===== src/rtl/rs_syndrome_calc.sv =====
// RS(15,9) syndrome stage over GF(16), x^4+x+1.
// Horner evaluation of S1..S6, one received symbol per clock.
module rs_syndrome_calc #(
    parameter int N    = 15,
    parameter int NSYM = 6,
    parameter int SW   = 4
) (
    input  logic                 clk,
    input  logic                 rst,
    input  logic                 start,
    input  logic [N*SW-1:0]      recievedWordIn,
    output logic                 busy,
    output logic                 done,
    output logic [NSYM*SW-1:0]   syndromesOut,
    output logic                 errorDetected
);

    typedef enum logic [0:0] {IDLE, CALC} state_t;

    state_t              r_state;
    logic [N*SW-1:0]     r_word;
    logic [3:0]          r_idx;
    logic [SW-1:0]       r_acc [NSYM];

    logic [SW-1:0]       w_sym;
    logic [SW-1:0]       w_acc_next [NSYM];
    logic [NSYM*SW-1:0]  w_syn_next;

    function automatic logic [3:0] mul_alpha(input logic [3:0] a);
        return {a[2:0], 1'b0} ^ (a[3] ? 4'b0011 : 4'b0000);
    endfunction

    function automatic logic [3:0] mul_alpha_n(input logic [3:0] a,
                                               input int n);
        logic [3:0] t;
        t = a;
        for (int k = 0; k < n; k++) t = mul_alpha(t);
        return t;
    endfunction

    assign w_sym = r_word[r_idx*SW +: SW];

    always_comb begin
        w_syn_next = '0;
        for (int j = 0; j < NSYM; j++) begin
            w_acc_next[j] = mul_alpha_n(r_acc[j], j + 1) ^ w_sym;
            w_syn_next[j*SW +: SW] = w_acc_next[j];
        end
    end

    always_ff @(posedge clk or posedge rst) begin
        if (rst) begin
            r_state       <= IDLE;
            r_word        <= '0;
            r_idx         <= '0;
            busy          <= 1'b0;
            done          <= 1'b0;
            syndromesOut  <= '0;
            errorDetected <= 1'b0;
            for (int j = 0; j < NSYM; j++) r_acc[j] <= '0;
        end else begin
            done <= 1'b0;
            unique case (r_state)
                IDLE: begin
                    if (start) begin
                        r_word  <= recievedWordIn;
                        r_idx   <= 4'(N - 1);
                        busy    <= 1'b1;
                        r_state <= CALC;
                        for (int j = 0; j < NSYM; j++) r_acc[j] <= '0;
                    end
                end
                CALC: begin
                    for (int j = 0; j < NSYM; j++) r_acc[j] <= w_acc_next[j];
                    // Last symbol: publish straight from the next-state values.
                    if (r_idx == 4'd0) begin
                        r_state       <= IDLE;
                        busy          <= 1'b0;
                        done          <= 1'b1;
                        syndromesOut  <= w_syn_next;
                        errorDetected <= |w_syn_next;
                    end else begin
                        r_idx <= r_idx - 4'd1;
                    end
                end
                default: r_state <= IDLE;
            endcase
        end
    end

endmodule


===== config.mk =====
export PLATFORM = sky130hd
export DESIGN_NAME = rs_syndrome_calc
export DESIGN_NICKNAME = d
export VERILOG_FILES = /design/src/rtl/rs_syndrome_calc.sv
export SDC_FILE = /design/constraint.sdc
export NUM_CORES = 1
export LEC_CHECK = 0
export CAP_MARGIN = 20
export CORE_UTILIZATION = 40
export DETAILED_ROUTE_END_ITERATION = 16
export SYNTH_ARGS = -nofsm -noshare
export SYNTH_HDL_FRONTEND = slang
export SYNTH_SLANG_ARGS = --single-unit
export TNS_END_PERCENT = 5

===== constraint.sdc =====
create_clock -name clk -period 4.3 [get_ports clk]
set_input_delay 0.645 -clock clk [delete_from_list [all_inputs] [get_ports clk]]
set_output_delay 0.645 -clock clk [all_outputs]
set_load 0.02 [all_outputs]

== After elaboration in Yosys (flattened, before gate mapping) ==
Index checks and enable logic that the tools add are counted.
Operators by class
  add/sub/neg operators: 1
  eq/ne operators: 3
  shift operators: 1
  multiplexer cells: 34
  bitwise operators: 28
  reduce and logical (&&, ||, !) cells: 6
Operator list (count)
  4-bit by 2-bit bitwise XOR with 4-bit output: 21
  60-bit by 7-bit indexed part select with 4-bit output: 1
  24-bit one-hot mux with 2 select lines: 1
  2-bit two-way mux: 21
  24-bit two-way mux: 1
  24-bit OR reduction: 1
  4-bit bitwise XOR: 6
  4-bit two-way mux: 2
  4-bit one-hot mux with 2 select lines: 1
  2-bit AND reduction: 4
  1-bit two-way mux: 6
  4-bit zero test: 1
  2-bit inequality test (second input constant): 2
  1-bit one-hot mux with 2 select lines: 2
  4-bit by 1-bit subtractor with 4-bit output (second input constant): 1
  2-bit by 1-bit inequality test with 1-bit output (second input constant): 1
  1-bit inverter: 1
Word-level totals
  flip-flop bits (word level): 116
  input bits: 63
  output and inout bits: 27
  logic and storage cells: 86

== Logic depth before layout (Yosys ltp) ==
Gate-level depths: netlist (run 1).
  word-level depth: 14
  mapped depth: 10
  gate-level depth less buffers: 8

== Worst setup path before layout (run 1) ==
OpenSTA, ideal clock, no wires.
  path kind: flip-flop to flip-flop
  start point: reg r_idx[2]
  end point: reg errorDetected
  library setup time: 131 ps
  arrival: 2192 ps
  data required time: 4169 ps
  slack: 1977 ps
  cell stages (with the launch flop): 11
  path buffers: 3
  period minus slack after synthesis: 2323 ps
  cell sequence: dfrtp_1 > buf_6 > buf_6 > mux2i_1 > o22ai_1 > nor4_2 > buf_4 > xnor2_1 > o211ai_1 > nor4_1 > a31oi_1
On the way
  cells in the longest elaborated chain, start to end: 3
  elaborated cells between the ends (all ways): 10
  classes of those cells: shift: 1; bitwise: 6; reduce/logical: 3
Ends and longest elaborated chain
  start: declaration: line 22  | logic [3:0] r_idx;
  start signal: assignment: line 67  | r_idx <= 4'(N - 1);
  start signal: assignment: line 83  | r_idx <= r_idx - 4'd1;
  60-bit by 7-bit indexed part select with 4-bit output: line 41  | assign w_sym = r_word[r_idx*SW +: SW];
  4-bit bitwise XOR: line 46  | w_acc_next[j] = mul_alpha_n(r_acc[j], j + 1) ^ w_sym;
  24-bit OR reduction: line 81  | errorDetected <= |w_syn_next;
  end signal: assignment: line 81
  end: declaration: line 15  | output logic errorDetected
Several ways; a longest one is shown, not always the timed one.
A chain may end at the register's enable or synchronous reset.

== Final worst setup path (run 1) ==
Ends and elaborated chain as after synthesis.

==> flow_metrics.env, run 1 <==
export IMPL_synthFlopType="dfrtp_1"
export IMPL_drc=0
export IMPL_fp_coreArea_um2=14500
export IMPL_rrSetupSlack_ns=0.93
export IMPL_synthToLayoutAreaGrowth_pct=27.4
export IMPL_fin_skew_ns=0.00729
export IMPL_cp_depth=9
export IMPL_dr_pass1_iters=4
export IMPL_worstSetupPathType="reg2reg"
export IMPL_pwr_share_comb=0.491
export IMPL_min_delay_path_depth=2
export IMPL_drv_cap=0
export IMPL_post_cts_setup_buffer_count=0
export IMPL_period_minus_slack_ns=3.37
export IMPL_critPathRequiredTime_ns=4.63
export IMPL_holdWs_ns=0.470
export IMPL_grt_max_degree=117
export IMPL_grt_ovfl_total=0
export IMPL_wl_per_cell_um=16.4
export IMPL_die_area_um2=15200
export IMPL_max_slew_margin=0.293
export IMPL_path_delay_family="flip-flops"
export IMPL_power_internal_w=0.00453
export IMPL_status="finished, final reports clean"
export IMPL_wl_mm=13.0
export IMPL_initial_utilization=0.408
export IMPL_nets=659
export IMPL_cp_end_kind="register"
export IMPL_via_count=3991
export IMPL_synthArstFlopShare=1.00
export IMPL_regToRegStartpoint="r_idx[2]$_DFFE_PP0P_"
export IMPL_cp_arrival_ns=3.71
export IMPL_fin_crit_sh=0.785
export IMPL_cts_htree_levels=4
export IMPL_slew_violations=0
export IMPL_p_clk_frac=0.209
export IMPL_worst_path_most_repeated_cell="buf_4"
export IMPL_reg2reg_to="errorDetected$_DFFE_PP0P_"
export IMPL_vias_per_cell=5.04
export IMPL_layout_commonest_cell="dfrtp_1"
export IMPL_clk_latency_ns=0.42
export IMPL_worst_slack_ns=0.925
export IMPL_seqPwrFrac=0.299
export IMPL_ys_warn_count=0
export IMPL_hpwl_mm=8.95
export IMPL_grt_pass1_vias=4094
export IMPL_clk_pin_slew_ns=0.05
export IMPL_whs_endpoint="syndromesOut[11]$_DFFE_PP0P_"
export IMPL_n_antenna_cell=0
export IMPL_design_area_um2=7520
export IMPL_yosysSeqAreaShare=0.492
export IMPL_cts_resized=0
export IMPL_crit_buf_inv=2
export IMPL_r2r_cells=9
export IMPL_antenna_found_initial=0
export IMPL_crit_fanout=28
export IMPL_cp_slowest_cell="dfrtp_1"
export IMPL_crit_chain="buf_4 > mux2i_1 > o32ai_1 > nor4_4 > buf_4 > xnor3_1 > a22oi_1 > a211oi_2 > a31oi_1"
export IMPL_critPathMaxStageDelay_ns=1.04
export IMPL_numCtsBuffers=17
export IMPL_tightestPinTransition_ns=1.06
export IMPL_setup_tns_ns=0
export IMPL_ctsRootBufferMaster="clkbuf_16"
export IMPL_syn_inst=515
export IMPL_final_setup_viol_count=0
export IMPL_timing_final_hold_violations=0
export IMPL_fin_util=0.519
export IMPL_io_buffer_count=89
export IMPL_place_area_um2=6870
export IMPL_clockBufferDepth=2
export IMPL_track_usage=0.190
export IMPL_die_h_um=123
export IMPL_place_gp_congestion=0.804
export IMPL_p_sw_frac=0.385
export IMPL_drt_iter0_markers=198
export IMPL_synth_edf_count=0
export IMPL_holdBufCountCts=0
export IMPL_grt_pass1_wl_mm=21.6
export IMPL_syn_nets=579
export IMPL_ios=90
export IMPL_drive_above_1_share=0.199
export IMPL_ys_ff_latch=116
export IMPL_power_per_cell_area_nw_per_um2=980
export IMPL_antenna_left=0
export IMPL_std_cell_rows=44
export IMPL_rsz0062_at_grt="false"
export IMPL_worst_setup_path_start_kind="register"
export IMPL_ir_drop_uv=342
export IMPL_fmax_mhz=296
export IMPL_p_leak_nw=3.24
export IMPL_hp_class="reg2reg"
export IMPL_syn_area_per_cell_um2=11.5
export IMPL_pre_cts_slack_ns=0.923
export IMPL_cts_tree="built"
export IMPL_yosysUniqueCellTypes=63
export IMPL_worstHoldStart="syndromesOut[11]$_DFFE_PP0P_"
export IMPL_fillers=1295
export IMPL_die_x_um=123
export IMPL_clock_sinks=116
export IMPL_final_cell_mix="dfrtp_1 (116), clkdlybuf4s50_1 (89), mux2_2 (61)"
export IMPL_switching_power_w=0.00284
export IMPL_synth_area_um2=5900
-- registers in the layout (all words and copies together), names as in the netlist --
signal	flops
busy	1
done	1
errorDetected	1
r_acc	24
r_idx	4
r_state	1
r_word	60
syndromesOut	24
-- worst max-delay path by stage --
stage / from / to
6_report: r_idx[2]$_DFFE_PP0P_ / errorDetected$_DFFE_PP0P_
5_1_grt: r_idx[2]$_DFFE_PP0P_ / errorDetected$_DFFE_PP0P_
4_1_cts: r_idx[2]$_DFFE_PP0P_ / errorDetected$_DFFE_PP0P_
3_5_place_dp: r_idx[2]$_DFFE_PP0P_ / errorDetected$_DFFE_PP0P_
3_3_place_gp: r_idx[2]$_DFFE_PP0P_ / errorDetected$_DFFE_PP0P_
2_1_floorplan: rst / busy$_DFFE_PP0P_
-- kinds of logic (layout without fill, tap and decap cells) --
family,after synthesis,in the layout,synth area share
multiplexers,90,90,0.178
buffers and inverters,45,138,0.0464
adder cells (fa/ha/maj),1,1,0.00212
flip-flops,116,116,0.492
XOR/XNOR,52,52,0.0818
AO/OA/AOI/OAI,76,76,0.0797
AND/OR/NAND/NOR,135,135,0.120
-- worst min-delay path, stage by stage (launching register included) --
cell	delay [ns]
dfrtp_1	0.34
nand2_1	0.05
nand2_1	0.05
-- power by group through the flow --
stage	logic, W	clock network [W]	registers, W
after floorplan	0.00290	0	0.00208
after global placement	0.00353	0	0.00220
after detailed placement	0.00362	0	0.00223
after CTS	0.00365	0.00157	0.00222
after global routing	0.00400	0.00162	0.00229
final	0.00362	0.00154	0.00221
-- metrics by stage --
stage | total power, W | std cells
CTS | 0.00744 | 792
global route | 0.00792 | 792
global placement | 0.00573 | 760
detailed placement | 0.00585 | 760
floorplan | 0.00497 | 515
finish | 0.00737 | 792
-- metal layers --
metal	track usage	part of all wire
met2	0.307	0.49
met1	0.241	0.46
met4	0.0753	0.018
met5	0	0
met3	0.0498	0.034
-- synthesized netlist by cell type, types with 3 or more instances --
cell / count / share of area
buf_6: 7 / 0.013
mux2_2: 61 / 0.12
xor2_1: 14 / 0.021
o22ai_1: 8 / 0.0085
inv_1: 8 / 0.0051
nand2_1: 58 / 0.037
nand2b_1: 19 / 0.020
nand3_1: 3 / 0.0025
buf_4: 3 / 0.0038
o32ai_1: 4 / 0.0059
o21ai_1: 4 / 0.0034
clkbuf_8: 4 / 0.0093
mux4_2: 4 / 0.015
o21ai_0: 34 / 0.029
mux2i_1: 22 / 0.037
xnor2_1: 36 / 0.053
dfrtp_1: 116 / 0.49
nor2_1: 18 / 0.011
nor2b_1: 8 / 0.0085
clkbuf_1: 21 / 0.013
a21oi_1: 7 / 0.0059
-- area by class of cell --
cell class / count / area (um^2) / share of cell area
Multi-Input combinational cell: 354 / 2730 / 0.363
Clock inverter: 8 / 144 / 0.0191
Clock buffer: 24 / 512 / 0.0680
Inverter: 9 / 36.3 / 0.00482
Sequential cell: 116 / 2900 / 0.386
Timing Repair Buffer: 97 / 963 / 0.128
Tap cell: 184 / 230 / 0.0306
(Power assumes the default switching activity.)
==> run 2, diff against run 1 <==
==> constraint.sdc (replaced) <==
create_clock -name clk -period 3.45 [get_ports clk]
set_input_delay 0.5175 -clock clk [delete_from_list [all_inputs] [get_ports clk]]
set_output_delay 0.5175 -clock clk [all_outputs]
set_load 0.02 [all_outputs]
==> run 2 against run 1 <==
  * Worst setup slack lost 0.35 ns
  * Wire length grew 2.0%
  * Flip-flop and latch count is the same
  * Non-clock buffer count grew 5
  * Critical path type unchanged
  * Hold slack lost 0.048 ns
  * Largest power group unchanged
  * Global-route usage grew 0.097 points
  * Sequential power grew 24%
  * Critical endpoint unchanged
  * Total power grew 23%
==> flow_metrics.env, run 2 (synthesized netlist as in run 1, its figures left out) <==
export IMPL_finalNonFillerCells=797
export IMPL_clk_latency_ns=0.42
export IMPL_n_antenna_cell=0
export IMPL_fp_coreArea_um2=14500
export IMPL_dr_pass1_iters=4
export IMPL_power_per_cell_area_nw_per_um2=1200
export IMPL_cp_end_kind="register"
export IMPL_grt_pass1_vias=4158
export IMPL_status="finished, final reports clean"
export IMPL_hp_class="in2async"
export IMPL_p_sw_frac=0.392
export IMPL_dp_cells=765
export IMPL_grt_max_degree=63
export IMPL_place_area_um2=6920
export IMPL_cts_tree="built"
export IMPL_critPathMaxStageDelay_ns=0.75
export IMPL_worstSetupPathType="reg2reg"
export IMPL_ir_drop_uv=428
export IMPL_period_minus_slack_ns=2.88
export IMPL_std_cell_rows=44
export IMPL_clock_sinks=116
export IMPL_crit_start="r_idx[1]$_DFFE_PP0P_"
export IMPL_final_cell_mix="dfrtp_1 (116), clkdlybuf4s50_1 (89), mux2_2 (61)"
export IMPL_seqPwrFrac=0.302
export IMPL_tightestPinTransition_ns=0.643
export IMPL_max_slew_margin=0.571
export IMPL_post_cts_setup_buffer_count=0
export IMPL_fin_crit_sh=0.833
export IMPL_ctsRootBufferMaster="clkbuf_16"
export IMPL_cts_htree_levels=4
export IMPL_slew_violations=0
export IMPL_seq_area_um2=2900
export IMPL_nets=664
export IMPL_timing_final_hold_violations=0
export IMPL_vias_per_cell=5.15
export IMPL_die_area_um2=15200
export IMPL_cp_arrival_ns=3.16
export IMPL_multiInputGateArea_um2=2730
export IMPL_die_h_um=123
export IMPL_fmax_mhz=348
export IMPL_top_regs="r_word: 60 flops, r_acc: 24 flops, syndromesOut: 24 flops"
export IMPL_pwr_share_comb=0.502
export IMPL_cts_resized=0
export IMPL_worst_setup_path_start_kind="register"
export IMPL_antenna_left=0
export IMPL_clk_pin_slew_ns=0.06
export IMPL_p_leak_nw=3.22
export IMPL_cp_slowest_cell="dfrtp_1"
export IMPL_fin_skew_ns=0.00948
export IMPL_power_internal_w=0.00549
export IMPL_io_buffer_count=89
export IMPL_initial_utilization=0.408
export IMPL_top_register="r_word"
export IMPL_clockBufferDepth=2
export IMPL_drive_above_1_share=0.207
export IMPL_rsz0062_at_grt="false"
export IMPL_wl_mm=13.2
export IMPL_fillers=1287
export IMPL_grt_ovfl_total=0
export IMPL_drv_cap=0
export IMPL_p_clk_frac=0.196
export IMPL_drc=0
export IMPL_crit_fanout=19
export IMPL_ios=90
export IMPL_numCtsBuffers=17
export IMPL_synthToLayoutAreaGrowth_pct=27.5
export IMPL_regToRegStartpoint="r_idx[1]$_DFFE_PP0P_"
export IMPL_drt_iter0_markers=166
export IMPL_layout_commonest_cell="dfrtp_1"
export IMPL_setup_tns_ns=0
export IMPL_wl_per_cell_um=16.6
export IMPL_die_x_um=123
export IMPL_switching_power_w=0.00355
export IMPL_r2r_cells=8
export IMPL_place_gp_congestion=0.869
export IMPL_final_setup_viol_count=0
export IMPL_track_usage=0.191
export IMPL_via_count=4103
export IMPL_crit_chain="or2b_2 > o32ai_1 > nor4_4 > buf_4 > xnor2_1 > or3_1 > a211oi_2 > a31oi_1"
export IMPL_largest_reg_flops=60
export IMPL_holdBufCountCts=0
export IMPL_hpwl_mm=9.42
export IMPL_design_area_um2=7520
export IMPL_grt_pass1_wl_mm=21.3
export IMPL_critPathRequiredTime_ns=3.74
export IMPL_antenna_found_initial=0
-- run 2: critical path, delay by kind of cell (launching register included) --
| kind | cells | cell delay [ns] |
|---|---|---|
| and+or+nand+nor | 3 | 0.81 |
| AOI/OAI and AO/OA | 3 | 0.78 |
| DFF | 1 | 0.75 |
| buffers and inverters | 1 | 0.22 |
| xor gates and xnor gates | 1 | 0.18 |
-- run 2: per-layer routing --
layer | part of all wire | global-route usage | up-vias | wire length [um]
met3 | 0.034 | 0.0420 | 21 | 451
met4 | 0.022 | 0.0873 | 0 | 294
met1 | 0.44 | 0.234 | 2033 | 5810
met5 | 0 | 0 | - | 0
met2 | 0.51 | 0.319 | 96 | 6690
li1 | - | - | 1953 | -
-- run 2: cell type report --
cell class / count / share of cell area
inverter: 9 / 0.00499
tap: 184 / 0.0306
clock buffer: 21 / 0.0639
clock inverter: 11 / 0.0166
multi-input combinational: 354 / 0.363
sequential: 116 / 0.386
timing repair buffer: 102 / 0.135
-- run 2: final timing paths --
path | endpoint | slack [ns]
worst min-delay path | r_word[26]$_DFFE_PP0P_ | 0.42
worst max register to register | errorDetected$_DFFE_PP0P_ | 0.57
min in group clk | syndromesOut[6]$_DFFE_PP0P_ | 0.47
worst min register to register | syndromesOut[6]$_DFFE_PP0P_ | 0.47
worst max-delay path | errorDetected$_DFFE_PP0P_ | 0.57
max in group asynchronous | r_word[54]$_DFFE_PP0P_ | 2.17
-- run 2: power by group through the flow --
stage	Sequential, W	Combinational [W]	Clock [W]
final	0.00273	0.00454	0.00177
after global routing	0.00283	0.00503	0.00187
after CTS	0.00273	0.00461	0.00182
after detailed placement	0.00275	0.00458	0
after global placement	0.00273	0.00448	0
after floorplan	0.00259	0.00361	0
-- run 2: stage by stage --
step                 util  hold WS [ns]  setup slack (ns)  power [W]
finish              0.520         0.422             0.575    0.00904
CTS                 0.520         0.419             0.558    0.00916
detailed placement  0.478         0.466             0.575    0.00732
floorplan               -         0.472              1.13    0.00620
global placement    0.478         0.463             0.680    0.00721
global route        0.520         0.458             0.391    0.00973
==> run 3, diff against run 2 <==
==> constraint.sdc (replaced) <==
create_clock -name clk -period 2.9 [get_ports clk]
set_input_delay 0.435 -clock clk [delete_from_list [all_inputs] [get_ports clk]]
set_output_delay 0.435 -clock clk [all_outputs]
set_load 0.02 [all_outputs]
==> run 3 against run 2 <==
  * Sequential power grew 16%
  * Global-route usage grew 0.39 points
  * Register-to-register slack lost 0.36 ns
  * Final cell count grew 0.63%
  * Utilization grew 0.052 points
  * Flip-flop and latch count is the same
  * Wire length shrank 1.0%
  * Worst setup slack lost 0.36 ns
  * Critical endpoint unchanged
==> flow_metrics.env, run 3 (synthesized netlist as in run 1, its figures left out) <==
export IMPL_status="finished, final reports clean"
export IMPL_hpwl_mm=9.27
export IMPL_grt_pass1_vias=4214
export IMPL_clock_sinks=116
export IMPL_std_cell_rows=44
export IMPL_worst_setup_path_start_kind="register"
export IMPL_vias_per_cell=5.04
export IMPL_power_per_cell_area_nw_per_um2=1430
export IMPL_antenna_found_initial=0
export IMPL_numCtsBuffers=17
export IMPL_wl_mm=13.1
export IMPL_seq_area_um2=2900
export IMPL_dp_cells=771
export IMPL_track_usage=0.195
export IMPL_fin_crit_sh=0.924
export IMPL_largest_reg_flops=60
export IMPL_cp_depth=9
export IMPL_top_regs="r_word: 60 flops, r_acc: 24 flops, syndromesOut: 24 flops"
export IMPL_worst_slack_ns=0.219
export IMPL_clk_pin_slew_ns=0.05
export IMPL_hp_class="reg2reg"
export IMPL_max_slew_margin=0.565
export IMPL_n_antenna_cell=0
export IMPL_dr_pass1_iters=4
export IMPL_worstSetupPathType="reg2reg"
export IMPL_pre_cts_slack_ns=0.145
export IMPL_drv_cap=0
export IMPL_drive_above_1_share=0.207
export IMPL_ctsRootBufferMaster="clkbuf_16"
export IMPL_nets=670
export IMPL_slew_violations=0
export IMPL_via_count=4045
export IMPL_ios=90
export IMPL_period_minus_slack_ns=2.68
export IMPL_grt_max_degree=117
export IMPL_fmax_mhz=373
export IMPL_timing_final_hold_violations=0
export IMPL_grt_ovfl_total=0
export IMPL_cp_arrival_ns=2.97
export IMPL_holdWs_ns=0.470
export IMPL_die_h_um=123
export IMPL_crit_chain="or2b_2 > o32ai_1 > nor4_4 > buf_4 > buf_4 > nor3_1 > o211ai_1 > nor4_1 > a31oi_1"
export IMPL_cp_slowest_cell="dfrtp_1"
export IMPL_path_delay_family="simple AND/OR/NAND/NOR gates"
export IMPL_min_delay_path_depth=2
export IMPL_ir_drop_uv=619
export IMPL_post_cts_setup_buffer_count=0
export IMPL_cts_tree="built"
export IMPL_die_x_um=123
export IMPL_wl_per_cell_um=16.3
export IMPL_crit_buf_inv=2
export IMPL_die_area_um2=15200
export IMPL_critPathMaxStageDelay_ns=0.55
export IMPL_drt_iter0_markers=226
export IMPL_clockBufferDepth=2
export IMPL_drc=0
export IMPL_final_setup_viol_count=0
export IMPL_io_buffer_count=89
export IMPL_crit_fanout=18
export IMPL_fp_coreArea_um2=14500
export IMPL_worst_path_most_repeated_cell="buf_4"
export IMPL_initial_utilization=0.408
export IMPL_synthToLayoutAreaGrowth_pct=27.6
export IMPL_p_leak_nw=3.24
export IMPL_fillers=1302
export IMPL_final_cell_mix="dfrtp_1 (115), clkdlybuf4s50_1 (89), mux2_2 (61)"
export IMPL_tightestPinTransition_ns=0.653
export IMPL_multiInputGateArea_um2=2740
export IMPL_total_power_w=0.0108
export IMPL_setup_tns_ns=0
export IMPL_antenna_left=0
export IMPL_cts_htree_levels=4
export IMPL_rsz0062_at_grt="false"
export IMPL_top_register="r_word"
export IMPL_cp_end_kind="register"
export IMPL_place_gp_congestion=0.870
export IMPL_r2r_cells=9
export IMPL_finalNonFillerCells=802
export IMPL_grt_pass1_wl_mm=21.9
export IMPL_clk_latency_ns=0.42
export IMPL_fin_skew_ns=0.00764
export IMPL_layout_commonest_cell="dfrtp_1"
export IMPL_critPathRequiredTime_ns=3.18
## run 3: routing by layer
| layer | wire (um) | up-vias | share of wire | global-route usage |
|---|---|---|---|---|
| li1 | - | 1962 | - | - |
| met1 | 5890 | 1975 | 0.45 | 0.247 |
| met2 | 6510 | 92 | 0.50 | 0.316 |
| met3 | 465 | 16 | 0.035 | 0.0415 |
| met4 | 246 | 0 | 0.019 | 0.0911 |
| met5 | 0 | - | 0 | 0 |
## run 3: tightest hold or removal path, stage by stage (launching register included)
cell	delay, ns
dfrtp_1	0.33
nand2_1	0.05
nand2_1	0.05
## run 3: final timing paths
kind / startpoint / slack [ns] / to
worst max-delay path: r_idx[0]$_DFFE_PP0P_ / 0.22 / errorDetected$_DFFE_PP0P_
worst min-delay path: syndromesOut[1]$_DFFE_PP0P_ / 0.47 / syndromesOut[1]$_DFFE_PP0P_
worst max register to register: r_idx[0]$_DFFE_PP0P_ / 0.22 / errorDetected$_DFFE_PP0P_
worst min register to register: syndromesOut[1]$_DFFE_PP0P_ / 0.47 / syndromesOut[1]$_DFFE_PP0P_
max in group asynchronous: rst / 1.85 / r_idx[1]$_DFFE_PP0P_
min in group asynchronous: rst / 0.51 / r_word[22]$_DFFE_PP0P_
## run 3: area by class of cell
class                   count  area share
clock buffers              26      0.0650
multi-input cells         354       0.363
well taps                 184      0.0306
repair buffers            108       0.144
clock inverters             5     0.00665
flip-flops and latches    116       0.386
inverters                   9     0.00499
## run 3: what timing repair did
item / 4_1_cts / 5_1_grt
hold buffers: 0 / 0
resized for setup: 0 / 2
setup endpoints to repair: 0 / 1
## run 3: power breakdown
part           total, W  switching [W]  leakage, nW  internal [W]
logic           0.00570        0.00279         1.57       0.00292
clock network   0.00191       0.000676        0.268       0.00123
registers       0.00317       0.000696         1.40       0.00248
total            0.0108        0.00416         3.24       0.00663
## run 3: per-stage QoR
step	instance area (um^2)	util
global route	7530	0.520
CTS	7530	0.520
global placement	6990	0.483
finish	7530	0.520
detailed placement	6990	0.483
floorplan	5910	-
